==> config.mk <==
export PLATFORM = sky130hd
export DESIGN_NAME = mem_port_arbiter
export DESIGN_NICKNAME = d
export VERILOG_FILES = /design/src/rtl/arb_pkg.sv /design/src/rtl/mem_port_arbiter.sv
export SDC_FILE = /design/constraint.sdc
export NUM_CORES = 1
export LEC_CHECK = 0
export BUFFER_PORTS_ARGS = -buffer_cell sky130_fd_sc_hd__buf_4
export CAP_MARGIN = 20
export CORE_MARGIN = 10
export CORE_UTILIZATION = 40
export CTS_CLUSTER_SIZE = 28
export DETAILED_ROUTE_END_ITERATION = 10
export GPL_TIMING_DRIVEN = 0
export PLACE_DENSITY = 0.81
export SETUP_SLACK_MARGIN = 0.1
export SLEW_MARGIN = 40
export SYNTH_ARGS = -nofsm -noshare
export SYNTH_HDL_FRONTEND = slang
export SYNTH_SLANG_ARGS = --single-unit
==> constraint.sdc <==
create_clock -name clk -period 5.1 [get_ports clk]
set_clock_uncertainty 0.15 [all_clocks]
set_input_delay 1.02 -clock clk [delete_from_list [all_inputs] [get_ports clk]]
set_output_delay 1.02 -clock clk [all_outputs]
set_load 0.03 [all_outputs]
==> src/rtl/arb_pkg.sv <==
// Shared state encoding and default sizing for the memory port arbiter.
package arb_pkg;

    localparam int ADDR_W_DEF     = 32;
    localparam int DATA_W_DEF     = 32;
    localparam int MAX_STARVE_DEF = 3;
    localparam int TIMEOUT_DEF    = 255;

    typedef enum logic [1:0] {
        IDLE    = 2'd0,
        IF_WAIT = 2'd1,
        D_WAIT  = 2'd2
    } arb_state_t;

endpackage

==> src/rtl/mem_port_arbiter.sv <==
// Shares one memory port between instruction fetch and data access, data first with starvation relief.
// Latency: request sampled in IDLE -> mem_req next cycle; *_valid one cycle after mem_ready (or timeout).
// Backpressure: requesters hold while *_stall is high; memory side paced by mem_ready, bounded by TIMEOUT.
module mem_port_arbiter
    import arb_pkg::*;
#(
    parameter int ADDR_W     = ADDR_W_DEF,
    parameter int DATA_W     = DATA_W_DEF,
    parameter int MAX_STARVE = MAX_STARVE_DEF,
    parameter int TIMEOUT    = TIMEOUT_DEF
) (
    input  logic              clk,
    input  logic              reset,
    input  logic              if_req,
    input  logic [ADDR_W-1:0] if_addr,
    output logic [DATA_W-1:0] if_rdata,
    output logic              if_valid,
    output logic              if_stall,
    input  logic              d_req,
    input  logic              d_we,
    input  logic [ADDR_W-1:0] d_addr,
    input  logic [DATA_W-1:0] d_wdata,
    output logic [DATA_W-1:0] d_rdata,
    output logic              d_valid,
    output logic              d_stall,
    output logic              mem_req,
    output logic              mem_we,
    output logic [ADDR_W-1:0] mem_addr,
    output logic [DATA_W-1:0] mem_wdata,
    input  logic [DATA_W-1:0] mem_rdata,
    input  logic              mem_ready,
    output logic              err
);

    localparam int SW = (MAX_STARVE < 1) ? 1 : $clog2(MAX_STARVE + 1);
    localparam int WW = (TIMEOUT < 2) ? 1 : $clog2(TIMEOUT);
    localparam logic [SW-1:0] STARVE_MAX = SW'(MAX_STARVE);
    localparam logic [WW-1:0] WAIT_LAST  = WW'(TIMEOUT - 1);

    arb_state_t        state_q, state_d;
    logic              mem_req_q, mem_req_d;
    logic              mem_we_q, mem_we_d;
    logic [ADDR_W-1:0] mem_addr_q, mem_addr_d;
    logic [DATA_W-1:0] mem_wdata_q, mem_wdata_d;
    logic [DATA_W-1:0] if_rdata_q, if_rdata_d;
    logic [DATA_W-1:0] d_rdata_q, d_rdata_d;
    logic              if_valid_q, if_valid_d;
    logic              d_valid_q, d_valid_d;
    logic              err_q, err_d;
    logic [SW-1:0]     starve_q, starve_d;
    logic [WW-1:0]     wait_q, wait_d;
    logic              grant_if, grant_d, done, timeout;

    always_comb begin
        state_d     = state_q;
        mem_req_d   = mem_req_q;
        mem_we_d    = mem_we_q;
        mem_addr_d  = mem_addr_q;
        mem_wdata_d = mem_wdata_q;
        if_rdata_d  = if_rdata_q;
        d_rdata_d   = d_rdata_q;
        if_valid_d  = 1'b0;
        d_valid_d   = 1'b0;
        err_d       = 1'b0;
        starve_d    = starve_q;
        wait_d      = wait_q;
        done        = 1'b0;
        timeout     = 1'b0;
        grant_if    = if_req & (~d_req | (starve_q == STARVE_MAX));
        grant_d     = d_req & ~grant_if;

        case (state_q)
            IDLE: begin
                wait_d = '0;
                if (grant_if) begin
                    state_d    = IF_WAIT;
                    mem_req_d  = 1'b1;
                    mem_we_d   = 1'b0;
                    mem_addr_d = if_addr;
                end else if (grant_d) begin
                    state_d     = D_WAIT;
                    mem_req_d   = 1'b1;
                    mem_we_d    = d_we;
                    mem_addr_d  = d_addr;
                    mem_wdata_d = d_wdata;
                end
            end
            IF_WAIT, D_WAIT: begin
                if (mem_ready) begin
                    done = 1'b1;
                end else if (wait_q == WAIT_LAST) begin
                    done    = 1'b1;
                    timeout = 1'b1;
                end else begin
                    wait_d = wait_q + 1'b1;
                end
            end
            default: begin
                state_d   = IDLE;
                mem_req_d = 1'b0;
            end
        endcase

        // A timed-out access still completes towards its owner, but leaves rdata untouched.
        if (done) begin
            state_d   = IDLE;
            mem_req_d = 1'b0;
            wait_d    = '0;
            err_d     = timeout;
            if (state_q == IF_WAIT) begin
                if_valid_d = 1'b1;
                if (!timeout) if_rdata_d = mem_rdata;
            end else begin
                d_valid_d = 1'b1;
                if (!timeout && !mem_we_q) d_rdata_d = mem_rdata;
            end
        end

        if (!if_req) begin
            starve_d = '0;
        end else if (state_q == IDLE && grant_if) begin
            starve_d = '0;
        end else if (state_q == IDLE && grant_d && starve_q != STARVE_MAX) begin
            starve_d = starve_q + 1'b1;
        end
    end

    always_ff @(posedge clk or posedge reset) begin
        if (reset) begin
            state_q     <= IDLE;
            mem_req_q   <= 1'b0;
            mem_we_q    <= 1'b0;
            mem_addr_q  <= '0;
            mem_wdata_q <= '0;
            if_rdata_q  <= '0;
            d_rdata_q   <= '0;
            if_valid_q  <= 1'b0;
            d_valid_q   <= 1'b0;
            err_q       <= 1'b0;
            starve_q    <= '0;
            wait_q      <= '0;
        end else begin
            state_q     <= state_d;
            mem_req_q   <= mem_req_d;
            mem_we_q    <= mem_we_d;
            mem_addr_q  <= mem_addr_d;
            mem_wdata_q <= mem_wdata_d;
            if_rdata_q  <= if_rdata_d;
            d_rdata_q   <= d_rdata_d;
            if_valid_q  <= if_valid_d;
            d_valid_q   <= d_valid_d;
            err_q       <= err_d;
            starve_q    <= starve_d;
            wait_q      <= wait_d;
        end
    end

    assign mem_req   = mem_req_q;
    assign mem_we    = mem_we_q;
    assign mem_addr  = mem_addr_q;
    assign mem_wdata = mem_wdata_q;
    assign if_rdata  = if_rdata_q;
    assign d_rdata   = d_rdata_q;
    assign if_valid  = if_valid_q;
    assign d_valid   = d_valid_q;
    assign err       = err_q;
    assign if_stall  = if_req & ~if_valid_q;
    assign d_stall   = d_req & ~d_valid_q;

endmodule

-- After elaboration in Yosys (flattened, before gate mapping)
Cells that the tools add are included.
- output and inout bits: 135
- register bits after elaboration: 145
- logic and storage cells: 80
- add/sub/neg operators: 2
- equality and inequality tests: 10
- bitwise operators: 11
- reduce and logical (&&, ||, !) cells: 16
- muxes and demuxes: 29
- operator list (operator ; number):
    $mux 32 ; 2
    $mux 8 ; 3
    $pmux 8 s2 ; 1
    $mux 1 ; 15
    $mux 2 ; 6
    $reduce_and 3->1 ; 4
    $add 8x1->8 const B ; 1
    $eq 8x8->1 const B ; 1
    $ne 3x3->1 const B ; 2
    $not 1->1 ; 6
    $and 1x1->1 ; 4
    $eq 2x2->1 const B ; 2
    $logic_and 1x1->1 ; 4
    $ne 2x2->1 const B ; 2
    $ne 4x4->1 const B ; 1
    $pmux 2 s2 ; 1
    $reduce_and 2->1 ; 2
    $ne 3x1->1 const B ; 1
    $reduce_bool 3->1 ; 1
    $add 2x1->2 const B ; 1
    $eq 2x1->1 const B ; 1
    $logic_not 1->1 ; 2
    $logic_not 2->1 ; 1
    $pmux 1 s2 ; 1
    3 further kinds ; 3

-- Logic depth before layout (Yosys ltp)
Gate-level depths: netlist (run 1).
- depth after elaboration: 10
- depth in mapped cells: 7
- gate-level depth less buffers: 6

-- Worst setup path after synthesis (run 1)
OpenSTA, ideal clock, no wires.
- path kind: input-to-output
- from: in if_req
- to: out if_stall
- setup slack: 2.305 ns
- cell stages on the path: 2
- required time: 3.930 ns
- data arrival time: 1.625 ns
- cells stage by stage: buf_2 nor2b_1
- word-level cells in the longest chain between the ends: 1
- RTL lines (element ; line ; source):
    start: declaration ; mem_port_arbiter.sv:14 ; input logic if_req,
    $and 1x1->1 ; mem_port_arbiter.sv:167 ; assign if_stall = if_req & ~if_valid_q;
    end: declaration ; mem_port_arbiter.sv:18 ; output logic if_stall,
No other way between the ends.

-- Final worst setup path (run 1)
Ends and elaborated chain as after synthesis.

==> results.json, run 1 <==
{
  "status": "completed",
  "dieArea_um2": 20000,
  "synth_seq_cells": 145,
  "synth_edf_count": 0,
  "pre_cts_ws_ps": 2330,
  "setup_slack_ps": 2450,
  "numPlacedInstances": 895,
  "nFillCells": 1151,
  "drc": 0,
  "drive_gt1_frac": 0.556,
  "hp-class": "flip-flop to flip-flop",
  "die_h_um": 142,
  "utilization": 0.611,
  "routed_wl_um": 17800,
  "placed_area_um2": 8280,
  "cts_inserted_buffers": 17,
  "first_pass_iters": 4,
  "syn2layout_area_growth_pct": 49.9,
  "synth.area.top_cells": "dfrtp_1 (61%), mux2_2 (18%), mux2i_1 (5.4%)",
  "layout_common_cells": "buf_4 (273), dfrtp_1 (145), mux2_2 (94)",
  "finalCritPeriodShare": 0.521,
  "ys_warn_count": 0,
  "antenna_found_initial": 0,
  "finalHoldViolCount": 0,
  "syn-cell-area_um2": 5910,
  "power_density_nw_per_um2": 724,
  "setup_viol": 0,
  "io_pins": 269,
  "wl_per_cell_um": 19.2,
  "cp_data_arrival_time_ps": 1480,
  "layout_commonest_cell": "buf_4",
  "htree_levels": 4,
  "worstPathRequired_ps": 3930,
  "antennaDiodeCount": 0,
  "synth_seq_area_share": 0.614,
  "drt_iter0_drc": 141,
  "yosysTopAreaCellShare": 0.614,
  "cts_tree": "yes",
  "postCtsHoldBufs": 0,
  "slew-limit-headroom": 0.603,
  "antenna_left": 0,
  "drv_cap": 0,
  "min_period_ps": 2650,
  "port_buffers": 267,
  "ctsResizeCount": 0,
  "crit_type": "input port to primary output",
  "first_global_vias": 5303,
  "finalMaxSlewViolations": 0,
  "coreArea_um2": 14500,
  "clock-sinks": 145,
  "fin_setup_tns_ps": 0,
  "final_cells": 927,
  "clock_path_buffers": 2,
  "synthCells": 438,
  "synth_top_cell_by_area": "dfrtp_1",
  "viasPerCell": 5.00,
  "nets": 869,
  "grt_util_all_layers": 0.174,
  "fmax_ghz": 0.377,
  "row_count": 44,
  "postCtsSetupBuffers": 0,
  "grt_max_degree": 28,
  "final_area_um2": 8850,
  "synth.distinct_cells": 38,
  "vias": 4633,
  "worstMarginPinSlew_ps": 596,
  "clkTransAtPathRegs_ps": 60,
  "startpoint_type": "input port",
  "end_kind": "primary output",
  "clk_latency_ps": 410,
  "grt.overflow.total": 0,
  "rsz0062_at_grt": "false",
  "cts-root-buf": "clkbuf_16",
  "globalplace.congestion": 0.814,
  "dieWidth_um": 142,
  "syn_area_per_cell_um2": 13.5,
  "ir_worst_vdd_mv": 0.424,
  "initial_core_util": 0.408,
  "crit_fanout": 7,
  "p_leak_nw": 4.39,
  "syn_nets": 577,
  "async_reset_ff_frac": 1.00,
  "synthFlopType": "dfrtp_1",
  "grt_pass1_wl_um": 27800,
  "place_hpwl_um": 14400
}
logic make-up (layout without fill, tap and decap cells):
family,count (synthesis),count (layout),synth area share
xor+xnor,1,1,0.00148
flops,145,145,0.614
mux,128,128,0.237
compound gates,55,55,0.0538
fa+ha+maj,5,5,0.0106
simple gates,73,73,0.0566
buf+inv,31,336,0.0258
power breakdown:
part / total, mW / internal, mW / switching (mW)
Combinational: 3.20 / 1.29 / 1.91
Sequential: 2.03 / 1.70 / 0.322
Clock: 1.18 / 0.722 / 0.460
Total: 6.41 / 3.72 / 2.69
metal layers:
layer  GRT usage  vias up  routed length [um]
li1            -     2122                   -
met4      0.0732        0                 376
met2       0.304      200                9200
met1       0.175     2284                6270
met5           0        -                   0
met3      0.0824       27                1940
stage by stage:
step,total power [mW],hold WS (ps)
after detailed placement,5.28,324
after global placement,5.15,317
after global routing,6.76,360
final,6.41,333
after CTS,6.49,337
after floorplan,3.94,343
cell type report:
class	instances	area (um2)	area share
Buffer	23	123	0.0139
Timing Repair Buffer	273	2140	0.242
Sequential cell	145	3630	0.410
Tap cell	184	230	0.0260
Clock buffer	24	492	0.0556
Multi-Input combinational cell	262	2120	0.240
Clock inverter	8	77.6	0.00876
Inverter	8	33.8	0.00382
flip-flops by register name (all words and copies together) (netlist names):
name / flops
starve_q: 2
if_rdata: 32
err: 1
d_rdata: 32
if_valid: 1
mem_we: 1
mem_wdata: 32
state_q: 2
d_valid: 1
wait_q: 8
mem_addr: 32
mem_req: 1
worst paths after layout:
path / startpoint / end / slack (ps) / cells past startpoint
worst min register to register: mem_addr[25] / mem_addr[25] / 330 / 2
min in group asynchronous: reset / mem_addr[2] / 480 / 2
worst max-delay path: if_req / if_stall / 2450 / 3
worst min-delay path: mem_addr[25] / mem_addr[25] / 330 / 2
max in group asynchronous: reset / if_rdata[18] / 3450 / 5
worst max register to register: state_q[0] / d_rdata[2] / 2570 / 6
worst max-delay path, stage by stage:
cell	delay [ps]
buf_2	160
nor2b_1	140
buf_4	160
synthesized netlist by cell type (all sizes together) (2+ instances only):
cell type  number
nor2b           5
a21oi           6
nor2            7
or3             2
clkbuf          7
nand2          43
buf            16
ha              5
dfrtp         145
o21ai          39
nand3           5
mux2i          32
nand4           2
inv             8
a22o            2
nand2b          3
mux2           96
Note: power is estimated with default switching activity, not from simulation.
==> run 2: changes to the inputs <==
==> constraint.sdc (replaced) <==
create_clock -name clk -period 2.4 [get_ports clk]
set_clock_uncertainty 0.15 [all_clocks]
set_input_delay 0.48 -clock clk [delete_from_list [all_inputs] [get_ports clk]]
set_output_delay 0.48 -clock clk [all_outputs]
set_load 0.03 [all_outputs]
==> run 2 against run 1 <==
- die area unchanged
- global-route usage about the same
- final cell count up 0.32%
- combinational power up 120%
- non-clock buffer count up 3
- register-to-register slack worse by 2400 ps
- power up 110%
- routed wire length up 0.56%
- final area up 0.74%
- sequential power up 110%
- clock power up 110%
==> results.json, run 2 (same netlist as run 1, synthesis figures left out) <==
{
  "place_hpwl_um": 14400,
  "die_h_um": 142,
  "min_period_ps": 2190,
  "wl_per_cell_um": 19.2,
  "finalCritPeriodShare": 0.913,
  "finalHoldViolCount": 0,
  "drive_gt1_frac": 0.560,
  "dieWidth_um": 142,
  "grt.overflow.total": 0,
  "dieArea_um2": 20000,
  "first_pass_iters": 4,
  "globalplace.congestion": 0.814,
  "crit_type": "flip-flop to flip-flop",
  "hp-class": "input port to flip-flop",
  "busiest_layer": "met2",
  "global_route.usage.met2": 0.306,
  "slew-limit-headroom": 0.600,
  "crit_fanout": 10,
  "drv_cap": 0,
  "nets": 872,
  "fmax_ghz": 0.456,
  "drc": 0,
  "port_buffers": 267,
  "cts_inserted_buffers": 17,
  "setup_viol": 0,
  "worstMarginPinSlew_ps": 599,
  "fin_setup_tns_ps": 0,
  "cpMaxStageDelayCell": "dfrtp_1",
  "cts_tree": "yes",
  "row_count": 44,
  "gr-usage-met3": 0.0838,
  "clkTransAtPathRegs_ps": 60,
  "cp_num_buf_inv": 3,
  "ff2ff_setup_slack_ps": 210,
  "antenna_found_initial": 0,
  "slowest_delay_ps": 390,
  "startpoint_type": "flip-flop",
  "cp_data_arrival_time_ps": 2330,
  "path_delay_family": "buffers and inverters",
  "layout_commonest_cell": "buf_4",
  "first_global_vias": 5296,
  "coreArea_um2": 14500,
  "grt_pass1_wl_um": 27800,
  "path_cells": "inv_1, ha_2, o21ai_1, buf_2, a21oi_4, buf_4, mux2_2",
  "clock-sinks": 145,
  "grt_max_degree": 28,
  "syn2layout_area_growth_pct": 51.0,
  "layout_common_cells": "buf_4 (278), dfrtp_1 (145), mux2_2 (94)",
  "io_pins": 269,
  "worstPathRequired_ps": 2540,
  "cts-root-buf": "clkbuf_16",
  "antenna_left": 0,
  "status": "completed",
  "grt_util_all_layers": 0.175,
  "vias": 4647,
  "clock_path_buffers": 2,
  "viasPerCell": 5.00,
  "htree_levels": 4,
  "clk_latency_ps": 410,
  "routed_wl_um": 17900,
  "utilization": 0.616,
  "p_leak_nw": 4.41,
  "finalMaxSlewViolations": 0,
  "met1_usage": 0.174,
  "rsz0062_at_grt": "true",
  "drt_iter0_drc": 164,
  "ir_worst_vdd_mv": 0.903,
  "end_kind": "flip-flop",
  "power_density_nw_per_um2": 1540,
  "initial_core_util": 0.408,
  "antennaDiodeCount": 0
}
## run 2: cell types whose count changed in the layout (fill, tap and decap cells not counted), sizes merged
| cell | previous run | this run |
|---|---|---|
| buf | 289 | 292 |
| dlygate4sd3 | 0 | 1 |
| clkbuf | 31 | 30 |
## run 2: area by class of cell
class                   count  area [um2]
clock buffers              24         492
well taps                 184         230
flip-flops and latches    145        3630
multi-input cells         262        2150
clock inverters             8        77.6
plain buffers              23         138
repair buffers            276        2170
fillers                  1144        5560
inverters                   8        33.8
## run 2: what timing repair did
item / in CTS / in global routing
endpoints found under the setup margin: 59 / 59
resized for setup: 9 / 2
buffers inserted: 0 / 2
hold endpoints to repair: 11 / 0
hold buffers: 1 / 0
gates cloned: 0 / 0
## run 2: worst reg2reg max path, stage by stage, from the launching register on
cell and delay (ps):
dfrtp_1 390, inv_1 120, ha_2 260, o21ai_1 110, buf_2 210, a21oi_4 240, buf_4 240, mux2_2 360
## run 2: metal layers
layer | share of wire | routed length, um
met3 | 0.11 | 1920
met2 | 0.52 | 9280
met4 | 0.020 | 360
met5 | 0 | 0
met1 | 0.35 | 6320
## run 2: final timing paths
kind / from / to / cells after the start
worst min-delay path: d_we / mem_we / 2
max in group asynchronous: reset / if_rdata[18] / 6
min in group asynchronous: reset / mem_addr[2] / 3
worst min register to register: mem_addr[25] / mem_addr[25] / 2
worst max register to register: state_q[1] / mem_wdata[2] / 7
worst max-delay path: state_q[1] / mem_wdata[2] / 7
## run 2: power by group
group,switching (mW),internal (mW)
Combinational,4.08,2.82
Clock,0.976,1.54
Sequential,0.695,3.62
## run 2: metrics by stage
step	hold WS [ps]	instances	power, mW	worst slack [ps]	cell area [um2]
final	135	930	13.7	208	8920
after global placement	317	889	10.9	-810	8140
after global routing	128	930	14.5	57.7	8920
after detailed placement	324	895	11.2	-161	8280
after CTS	114	928	13.8	123	8900
after floorplan	343	438	8.37	-49.0	5910
==> run 3: changes to the inputs <==
--- a/config.mk
+++ b/config.mk
@@ -9,6 +9,7 @@
 export CAP_MARGIN = 20
 export CORE_MARGIN = 10
 export CORE_UTILIZATION = 40
+export CTS_BUF_LIST = sky130_fd_sc_hd__clkbuf_8 sky130_fd_sc_hd__clkbuf_16
 export CTS_CLUSTER_SIZE = 28
 export DETAILED_ROUTE_END_ITERATION = 10
 export GPL_TIMING_DRIVEN = 0
==> run 3 against run 2 <==
- utilization is the same
- via count hardly changed
- sequential power hardly changed
==> results.json, run 3 (same netlist as run 1, synthesis figures left out) <==
{
  "clock_path_buffers": 2,
  "drive_gt1_frac": 0.560,
  "finalHoldViolCount": 0,
  "hp-class": "input port to flip-flop",
  "numPlacedInstances": 895,
  "r2r_start": "state_q[1]",
  "slew-limit-headroom": 0.600,
  "power_density_nw_per_um2": 1540,
  "r2r-end": "mem_wdata[2]",
  "layout_common_cells": "buf_4 (278), dfrtp_1 (145), mux2_2 (94)",
  "path_delay_family": "buffers and inverters",
  "cts_inserted_buffers": 17,
  "syn2layout_area_growth_pct": 51.0,
  "pre_cts_ws_ps": -161,
  "hp-start": "d_we",
  "slowest_delay_ps": 390,
  "port_buffers": 267,
  "path_cells": "inv_1, ha_2, o21ai_1, buf_2, a21oi_4, buf_4, mux2_2",
  "min_to": "mem_we",
  "dieWidth_um": 142,
  "end_kind": "flip-flop",
  "utilization": 0.616,
  "io_pins": 269,
  "drv_cap": 0,
  "cts-root-buf": "clkbuf_16",
  "final_cells": 930,
  "first_global_vias": 5296,
  "coreArea_um2": 14500,
  "routed_wl_um": 17900,
  "grt_util_all_layers": 0.175,
  "antenna_left": 0,
  "row_count": 44,
  "startpoint_type": "flip-flop",
  "cpMaxStageDelayCell": "dfrtp_1",
  "worstMarginPinSlew_ps": 599,
  "antenna_found_initial": 0,
  "clock-sinks": 145,
  "grt_max_degree": 28,
  "viasPerCell": 4.99,
  "setup_slack_ps": 208,
  "ir_worst_vdd_mv": 0.903,
  "rsz0062_at_grt": "true",
  "drc": 0,
  "place_hpwl_um": 14400,
  "worstPathRequired_ps": 2540,
  "cp_data_arrival_time_ps": 2330,
  "p_leak_nw": 4.43,
  "cts_tree": "yes",
  "wl_per_cell_um": 19.2,
  "crit_fanout": 10,
  "grt.overflow.total": 0,
  "fmax_ghz": 0.456,
  "clkTransAtPathRegs_ps": 60,
  "drt_iter0_drc": 164,
  "finalCritPeriodShare": 0.913,
  "fin_setup_tns_ps": 0,
  "grt_pass1_wl_um": 27800,
  "hold_ws_ps": 135,
  "dieArea_um2": 20000,
  "nets": 872,
  "initial_core_util": 0.408,
  "crit_type": "flip-flop to flip-flop",
  "status": "completed",
  "htree_levels": 4,
  "antennaDiodeCount": 0,
  "whs_path_depth": 2,
  "globalplace.congestion": 0.814,
  "finalMaxSlewViolations": 0,
  "die_h_um": 142,
  "layout_commonest_cell": "buf_4",
  "vias": 4644,
  "ff2ff_setup_slack_ps": 210,
  "first_pass_iters": 4,
  "min_period_ps": 2190,
  "setup_viol": 0,
  "nFillCells": 1144,
  "rr_worst_depth": 7,
  "clk_latency_ps": 410,
  "cp_num_buf_inv": 3
}
## run 3: changes by cell type in the layout (fill, tap and decap cells not counted), sizes merged
cell,before,now
clkbuf,30,27
inv,8,11
## run 3: metrics by stage
stage	power [mW]	cell area, um2
6_report	13.7	8920
5_1_grt	14.4	8920
4_1_cts	13.8	8900
3_5_place_dp	11.2	8280
3_3_place_gp	10.9	8140
2_1_floorplan	8.37	5910
## run 3: final cells by class
class,count,area [um2],share of cell area
Sequential cell,145,3630,0.407
Timing Repair Buffer,276,2170,0.243
Multi-Input combinational cell,262,2150,0.241
Clock buffer,21,480,0.0539
Tap cell,184,230,0.0258
Buffer,23,138,0.0154
Clock inverter,11,88.8,0.00996
Inverter,8,33.8,0.00379
## run 3: report_power, final
| group | total (mW) | leakage, nW | internal, mW | switching [mW] |
|---|---|---|---|---|
| clock network | 2.50 | 0.289 | 1.52 | 0.977 |
| registers | 4.32 | 1.76 | 3.62 | 0.694 |
| logic | 6.89 | 2.38 | 2.82 | 4.08 |
## run 3: timing repair
action	in CTS	in global routing
endpoints found under the hold margin	11	0
hold buffers	1	0
endpoints found under the setup margin	59	59
setup buffers	0	2
resized for setup	9	2
## run 3: worst max-delay path by stage
| stage | from | endpoint | depth (start not counted) |
|---|---|---|---|
| after global placement | reset | mem_wdata[3] | 2 |
| after floorplan | reset | d_rdata[0] | 1 |
| after global routing | state_q[1] | mem_wdata[25] | 7 |
| after CTS | state_q[0] | d_rdata[2] | 6 |
| after detailed placement | state_q[0] | d_rdata[4] | 6 |
| final | state_q[1] | mem_wdata[2] | 7 |
## run 3: worst register-to-register path: cells and delay by family (launching register included)
kind / cells / cell delay, ps
buf+inv: 3 / 570
fa+ha+maj: 1 / 260
mux: 1 / 360
compound gates: 2 / 350
flops: 1 / 390
## run 3: per-layer routing
layer / global-route usage / vias to the layer above / wire length (um)
li1: - / 2128 / -
met1: 0.174 / 2311 / 6310
met2: 0.306 / 182 / 9300
met3: 0.0838 / 23 / 1920
met4: 0.0705 / 0 / 360
met5: 0 / - / 0
